$ cat config.mk
export PLATFORM = sky130hd
export DESIGN_NAME = gen_write_sequencer
export DESIGN_NICKNAME = d
export VERILOG_FILES = /design/src/rtl/gen_write_sequencer.sv
export SDC_FILE = /design/constraint.sdc
export NUM_CORES = 1
export LEC_CHECK = 0
export BUFFER_PORTS_ARGS = -buffer_cell sky130_fd_sc_hd__buf_2
export CAP_MARGIN = 20
export CORE_AREA = 2 2 127 129
export CTS_BUF_LIST = sky130_fd_sc_hd__clkbuf_4 sky130_fd_sc_hd__clkbuf_8
export DETAILED_ROUTE_END_ITERATION = 10
export DIE_AREA = 0 0 129 131
export PLACE_DENSITY_LB_ADDON = 0.1
export SLEW_MARGIN = 20
export SYNTH_ARGS = -nofsm -noshare
export SYNTH_HDL_FRONTEND = slang
export SYNTH_SLANG_ARGS = --single-unit
$ cat constraint.sdc
create_clock -name clk -period 5.5 [get_ports clk]
set_input_delay 1.1 -clock clk [delete_from_list [all_inputs] [get_ports clk]]
set_output_delay 1.1 -clock clk [all_outputs]
set_load 0.005 [all_outputs]
$ cat src/rtl/gen_write_sequencer.sv
// Register-write port owner for the signal generator: host writes and a
// tick-paced step sequencer share one registered strobe/address/data output.
module gen_write_sequencer #(
  parameter int DEPTH   = 8,
  parameter int IDX_W   = 3,
  parameter int DELAY_W = 8
) (
  input  logic               clk,
  input  logic               rst_n,
  input  logic               tick_i,
  input  logic               host_strobe_i,
  input  logic [2:0]         host_addr_i,
  input  logic [4:0]         host_data_i,
  input  logic               prog_we_i,
  input  logic [IDX_W-1:0]   prog_idx_i,
  input  logic [2:0]         prog_addr_i,
  input  logic [4:0]         prog_data_i,
  input  logic [DELAY_W-1:0] prog_delay_i,
  input  logic [IDX_W:0]     seq_len_i,
  input  logic               run_i,
  input  logic               loop_i,
  output logic               gen_strobe_o,
  output logic [2:0]         gen_addr_o,
  output logic [4:0]         gen_data_o,
  output logic               busy_o,
  output logic               done_o,
  output logic [IDX_W-1:0]   step_idx_o
);

  typedef enum logic [1:0] {S_IDLE, S_ISSUE, S_WAIT, S_DONE} state_t;

  state_t               state_q, state_d;
  logic [IDX_W-1:0]     step_q, step_d;
  logic [DELAY_W-1:0]   cnt_q, cnt_d;

  logic [2:0]           addr_mem_q  [DEPTH];
  logic [4:0]           data_mem_q  [DEPTH];
  logic [DELAY_W-1:0]   delay_mem_q [DEPTH];

  logic                 hs_meta_q, hs_sync_q, hs_prev_q;
  logic                 host_rise;
  logic                 pend_q, pend_d;
  logic [2:0]           pend_addr_q, pend_addr_d;
  logic [4:0]           pend_data_q, pend_data_d;

  logic                 gen_strobe_q, gen_strobe_d;
  logic [2:0]           gen_addr_q, gen_addr_d;
  logic [4:0]           gen_data_q, gen_data_d;

  logic                 seq_go;
  logic                 advance;
  logic                 last_step;
  logic [IDX_W:0]       eff_len;

  // Lengths beyond the table size simply run the whole table.
  assign eff_len   = (seq_len_i > (IDX_W+1)'(DEPTH)) ? (IDX_W+1)'(DEPTH) : seq_len_i;
  assign last_step = (eff_len == '0) || ({1'b0, step_q} >= (eff_len - 1'b1));
  assign host_rise = hs_sync_q & ~hs_prev_q;

  always_ff @(posedge clk or negedge rst_n) begin
    if (!rst_n) begin
      for (int i = 0; i < DEPTH; i++) begin
        addr_mem_q[i]  <= '0;
        data_mem_q[i]  <= '0;
        delay_mem_q[i] <= '0;
      end
    end else if (prog_we_i) begin
      addr_mem_q[prog_idx_i]  <= prog_addr_i;
      data_mem_q[prog_idx_i]  <= prog_data_i;
      delay_mem_q[prog_idx_i] <= prog_delay_i;
    end
  end

  // The pending slot holds a host write for exactly one cycle since the host always wins.
  always_comb begin
    pend_d      = 1'b0;
    pend_addr_d = pend_addr_q;
    pend_data_d = pend_data_q;
    if (host_rise) begin
      pend_d      = 1'b1;
      pend_addr_d = host_addr_i;
      pend_data_d = host_data_i;
    end
  end

  always_comb begin
    state_d = state_q;
    step_d  = step_q;
    cnt_d   = cnt_q;
    seq_go  = 1'b0;
    advance = 1'b0;
    case (state_q)
      S_IDLE: begin
        if (run_i && eff_len != '0) begin
          state_d = S_ISSUE;
          step_d  = '0;
        end
      end
      S_ISSUE: begin
        if (!run_i) begin
          state_d = S_IDLE;
          step_d  = '0;
        end else if (!pend_q) begin
          seq_go = 1'b1;
          cnt_d  = delay_mem_q[step_q];
          if (delay_mem_q[step_q] == '0) advance = 1'b1;
          else                           state_d = S_WAIT;
        end
      end
      S_WAIT: begin
        if (!run_i) begin
          state_d = S_IDLE;
          step_d  = '0;
        end else if (tick_i) begin
          cnt_d = cnt_q - 1'b1;
          if (cnt_q == DELAY_W'(1)) advance = 1'b1;
        end
      end
      S_DONE: begin
        if (!run_i) begin
          state_d = S_IDLE;
          step_d  = '0;
        end
      end
      default: begin
        state_d = S_IDLE;
        step_d  = '0;
      end
    endcase
    if (advance) begin
      if (last_step) begin
        if (loop_i && eff_len != '0) begin
          step_d  = '0;
          state_d = S_ISSUE;
        end else begin
          state_d = S_DONE;
        end
      end else begin
        step_d  = step_q + 1'b1;
        state_d = S_ISSUE;
      end
    end
  end

  always_comb begin
    gen_strobe_d = pend_q | seq_go;
    gen_addr_d   = gen_addr_q;
    gen_data_d   = gen_data_q;
    if (pend_q) begin
      gen_addr_d = pend_addr_q;
      gen_data_d = pend_data_q;
    end else if (seq_go) begin
      gen_addr_d = addr_mem_q[step_q];
      gen_data_d = data_mem_q[step_q];
    end
  end

  always_ff @(posedge clk or negedge rst_n) begin
    if (!rst_n) begin
      state_q      <= S_IDLE;
      step_q       <= '0;
      cnt_q        <= '0;
      hs_meta_q    <= 1'b0;
      hs_sync_q    <= 1'b0;
      hs_prev_q    <= 1'b0;
      pend_q       <= 1'b0;
      pend_addr_q  <= '0;
      pend_data_q  <= '0;
      gen_strobe_q <= 1'b0;
      gen_addr_q   <= '0;
      gen_data_q   <= '0;
    end else begin
      state_q      <= state_d;
      step_q       <= step_d;
      cnt_q        <= cnt_d;
      hs_meta_q    <= host_strobe_i;
      hs_sync_q    <= hs_meta_q;
      hs_prev_q    <= hs_sync_q;
      pend_q       <= pend_d;
      pend_addr_q  <= pend_addr_d;
      pend_data_q  <= pend_data_d;
      gen_strobe_q <= gen_strobe_d;
      gen_addr_q   <= gen_addr_d;
      gen_data_q   <= gen_data_d;
    end
  end

  assign gen_strobe_o = gen_strobe_q;
  assign gen_addr_o   = gen_addr_q;
  assign gen_data_o   = gen_data_q;
  assign busy_o       = (state_q == S_ISSUE) || (state_q == S_WAIT);
  assign done_o       = (state_q == S_DONE);
  assign step_idx_o   = step_q;

endmodule

Yosys cells after proc, flatten, opt, wreduce, memory -nomap -nowiden
Index checks and enable logic that the tools add are counted.
- bits in registers: 162
- output and inout port bits: 14
- logic and storage cells: 130
- $add $sub $neg: 3
- magnitude comparators: 5
- equal/unequal tests: 12
- muxes and demuxes: 54
- bitwise logic cells: 5
- reductions and logical operators: 15
- operators by type and width (kind ; count):
    $bwmux 64 ; 1
    $mux 8 ; 7
    $bwmux 40 ; 1
    $mux 3 ; 10
    $mux 5 ; 5
    $bmux 8 s3 ; 1
    $bwmux 24 ; 1
    $demux 8 s3 ; 1
    $mux 2 ; 8
    $pmux 8 s2 ; 1
    $bmux 5 s3 ; 1
    $demux 5 s3 ; 1
    $mux 1 ; 10
    $bmux 3 s3 ; 1
    $demux 3 s3 ; 1
    $eq 8x1->1 const B ; 1
    $ge 4x4->1 const B ; 2
    $logic_not 8->1 ; 1
    $ne 2x2->1 const B ; 4
    $ne 4x4->1 const B ; 2
    $not 3->4 ; 2
    $sub 8x1->8 const B ; 1
    $pmux 2 s3 ; 1
    $pmux 3 s2 ; 1
    other kinds (24) ; 29

Longest topological paths before layout
- depth after elaboration: 11
- mapped depth: 10
- gate-level depth less buffers: 9

Least setup slack after synthesis
OpenSTA, ideal clock, no wires.
- path type: input to register
- start point: input seq_len_i[3]
- end point: register step_q[2] (netlist: step_idx_o[2])
- data arrival time: 2.897 ns
- slack: 2.526 ns
- cell stages on the path: 9
- buffers on the path: 0
- cells stage by stage: nand2b_1 -> ha_1 -> xnor2_1 -> ha_1 -> a21oi_1 -> o21ai_0 -> a2111oi_0 -> o211ai_1 -> o21ai_1
- cells in the longest elaborated chain, start to end: 9
- elaborated cells between the ends (all ways): 14
- those cells by class: add/sub (1); order compare (2); mux (6); reduce/logical (5)
- RTL lines (element ; RTL line ; source):
    start: declaration ; 19 ; input logic [IDX_W:0] seq_len_i,
    $gt 4x4->1 ; 56 ; assign eff_len = (seq_len_i > (IDX_W+1)'(DEPTH)) ? (IDX_W+1)'(DEPTH) : seq_len_i;
    $mux 4 * ; 56 ;
    parallel branches: the longest is 6 deep, another holds $sub 4x1->4 ; - ;
    $mux 3 * ; 130 ; if (advance) begin
    net step_d[2] ; 33 ; logic [IDX_W-1:0] step_q, step_d;
    end signal: assignment ; 174 ; step_q <= step_d;
    end: declaration ; 33 ;
Mark *: on every way through the listed nets, which the timed path passes.
A chain may end at the register's enable or synchronous reset.

Worst setup path after layout
- start point: register step_q[0] (netlist: step_idx_o[0])
- end point: register state_q[0]
- cells in the longest elaborated chain, start to end: 11
- elaborated cells between the ends (all ways): 18
- those cells by class: order compare (1); eq/ne (4); mux (9); bitwise (1); reduce/logical (3)
- RTL lines (element ; RTL line ; source):
    $not 3->4 (not written as such) ; 106 ; if (delay_mem_q[step_q] == '0) advance = 1'b1;
    $bmux 8 s3 ; 106 ;
    $mux 8 (not written as such) (2 in series) ; 106 ;
    $logic_not 8->1 ; 106 ;
    $mux 1 ; 106 ;
    $mux 1 ; 103 ; end else if (!pend_q) begin
    $mux 1 ; 100 ; if (!run_i) begin
    $pmux 1 s2 ; 92 ; case (state_q)
    $ne 4x4->1 (no line), or another cell as far along ; - ;
    $reduce_and 4->1 (no line) ; - ;
    end signal: assignment ; 173 ; state_q <= state_d;
    end: declaration ; 32 ; state_t state_q, state_d;
Parallel ways exist; a longest one is shown, timed or not. The select of a mux whose other input is x is not followed.

==> key figures <==
Power and ir drop
  • Total power: 3.56 mW
  • Cell Pwr Density: 416 nW/um^2
  • Logic gate share of total power: 0.257
  • Sequential share of power: 0.461
  • Internal power: 2.54 mW
  • Leakage: 3.69 nW
  • P_sw: 1.02 mW
  • Switching Share: 0.287
  • Clk network pwr share: 0.282
  • VDD IR max: around 0.00019 V

Synth
  • Mapped Cells: 540
  • Mean Syn Cell Area: ~14 um^2
  • Top cells by area, synth: dfrtp_1 53%, mux2_2 21%, mux4_2 6.5%
  • Cell taking the most area after synthesis: dfrtp_1
  • Net count after synthesis: 590
  • Post-synth cell types: 48
  • #FFs+latches synth: 162
  • Yosys warns: 0
  • Top cell type's share of synthesized area: 0.532
  • Area of the mapped netlist: 7620 um^2
  • Sequential area share after synthesis: 0.532

Layout
  • # nets final: 642
  • Cell Count, Final, Fillers Out: 821
  • Area delta synth->final: 12.3%
  • Filler cells: ~1,300
  • Commonest non-fill, non-tap cell in the layout: dfrtp_1
  • Commonest cells after routing, fill and taps aside: 161 x dfrtp_1, 139 x mux2_2, 50 x buf_2
  • Diode count: 0
  • Share of layout cells above drive strength 1: 0.441
  • Util after Layout: 0.549

Placement
  • Cell count after placement: between 700 and 800
  • Post-DP HPWL: 9900 um
  • PortBufs: 51
  • Gpl congestion: 0.796

Setup path
  • CP arrival: 3.28 ns
  • Worst Path Required: about 6 ns
  • CP max FO: 20
  • Cell Chain, Critical Path: buf_4, mux4_1, mux2i_1, and4_1, a21oi_1, o2111ai_1, o211ai_1
  • Crit-path max cell delay: 0.69 ns
  • CP Launch Type: register
  • Crit end category: register
  • Slowest stage cell, crit path: dfrtp_2
  • Setup CP Type: register to register

Routing
  • Initial DRC count: 220
  • DRT Wirelength: 15,700 um
  • Via Count: 4,574
  • Router iterations before antenna repair: 5
  • DRT antenna net count: 0
  • WL per Instance: 19.1 um
  • Vias per inst: 5.57
  • Post-route DRC: 0

STA
  • Final Hold Vio Count: 0
  • Final Cycle Share: 0.537
  • Rel. slew slack: 0.453
  • Worst slew pin tran: 0.819 ns
  • Unrepaired setup endpoints after global routing: false
  • Pins Over Slew Limit: 0
  • Min cycle time layout: about 3.0 ns
  • Final Setup Violations: 0
  • Max Clock Freq: 0.338 GHz
  • Setup TNS after final layout: 0 ns
  • Clock skew: 0.0131 ns
  • Worst hold slack: roughly 0.35 ns

Clock network
  • Clock buffer depth: 2
  • Hold buffer count at cts: 0
  • CTS Sinks: 162
  • Clock latency on the worst-skew pair: 0.46 ns
  • Post-CTS resize count: 0
  • Root Driver: clkbuf_8
  • CTS Buf Count: 17
  • Clk slew on worst S/H paths: 0.08 ns
  • TritonCTS clock tree: yes
  • Post-CTS setup buffer count: 0
  • H-tree Lvls: 4

Floorplan
  • Row count: 46
  • Die W: 129 um
  • I/O pin cnt: 52
  • Core footprint: about 16,000 um^2
  • Initial cell density of the core: 0.489
  • Die area: between 15,000 and 20,000 um^2
  • Die span in y: roughly 130 um

Global route
  • Pin count of the biggest net entering global routing: 66
  • Vias in the first global route: 4,601
  • Global-route wire length before repair: around 25,000 um
  • Initial antenna violation count: 0
  • Congestion Overflow GR: 0
  • Total track usage: 0.199

Status
  • Status: complete, no violations

Job
  • Total of max-cap violations: 0

Min path
  • Hold Crit Class: register to register
## cell families (layout without fill, tap and decap cells)
kind of cell    Yosys count  in the layout  synth area share
compound gates           70             70            0.0528
xor+xnor                  1              1           0.00115
fa+ha+maj                12             12            0.0197
buf+inv                  43            108            0.0300
flops                   162            162             0.532
mux                     179            179             0.316
simple gates             73             73            0.0487
## power groups by stage
stage | Sequential (mW) | Combinational [mW] | Clock, mW
finish | 1.64 | 0.916 | 1.00
CTS | 1.65 | 0.926 | 1.03
detailed placement | 1.67 | 0.923 | 0
global route | 1.68 | 1.01 | 1.09
floorplan | 1.60 | 0.732 | 0
global placement | 1.65 | 0.895 | 0
## final cells by class
| type | count | area, um^2 | area share |
|---|---|---|---|
| sequential | 162 | 4060 | 0.474 |
| tap | 216 | 270 | 0.0316 |
| multi-input combinational | 335 | 3360 | 0.393 |
| timing repair buffer | 63 | 352 | 0.0411 |
| inverter | 13 | 48.8 | 0.00570 |
| clock inverter | 12 | 203 | 0.0237 |
| clock buffer | 20 | 269 | 0.0314 |
## synth_stat cells, drive strengths merged
cell type and instances:
a31o 2, nor3b 3, and3 1, a21oi 26, o21ba 1, nor3 7
o31ai 1, nor2b 5, nand3 2, dfrtp 162, xnor2 1, a31oi 2
o2111ai 1, nand2b 3, nand4b 3, or4 1, and4 1, a2111oi 1
inv 13, nand4 1, o21a 1, nand2 35, buf 8, nand3b 1
clkbuf 22, o211ai 2, ha 12, a41oi 2, mux2 140, mux2i 7
nor2 8, a211o 1, mux4 32, nor4 2, o21ai 30
## critical path, delay by kind of cell (launching register included)
kind	cells	cell delay, ns
AO/OA/AOI/OAI	3	0.45
buffers and inverters	1	0.46
flip-flops	1	0.69
multiplexers	2	0.93
AND/OR/NAND/NOR	1	0.28
## per-stage QoR
| stage | worst slack [ns] | area, um^2 |
|---|---|---|
| floorplan | 2.53 | 7620 |
| global placement | 2.24 | 8090 |
| detailed placement | 2.16 | 8090 |
| CTS | 2.51 | 8560 |
| global route | 2.20 | 8560 |
| finish | 2.54 | 8560 |
## routing by layer
metal,vias to the layer above,track usage,routed length [um]
met1,2368,0.287,7840
met5,-,0,0
met3,17,0.0472,545
met2,91,0.300,7080
li1,2098,-,-
met4,0,0.0671,219
## registers in the layout, summed over array words and instances, names as in the netlist
name,flops
pend_q,1
pend_addr_q,3
hs_sync_q,1
gen_addr_o,3
hs_meta_q,1
delay_mem_q,64
step_idx_o,3
cnt_q,8
gen_strobe_o,1
data_mem_q,40
addr_mem_q,24
state_q,2
hs_prev_q,1
gen_data_o,5
pend_data_q,5
## path summary, 6_finish.rpt
path / startpoint / to / slack (ns) / depth (start not counted)
hold / removal: hs_meta_q$_DFF_PN0_ / hs_sync_q$_DFF_PN0_ / 0.35 / 0
max in group asynchronous: rst_n / data_mem_q[21]$_DFFE_PN0P_ / 3.84 / 2
setup / recovery: step_idx_o[0]$_DFF_PN0_ / state_q[0]$_DFFE_PN0P_ / 2.54 / 7
min in group asynchronous: rst_n / cnt_q[3]$_DFFE_PN0P_ / 0.53 / 1
hold reg to reg: hs_meta_q$_DFF_PN0_ / hs_sync_q$_DFF_PN0_ / 0.35 / 0
setup reg to reg: step_idx_o[0]$_DFF_PN0_ / state_q[0]$_DFFE_PN0P_ / 2.54 / 7
(Power assumes the default switching activity.)
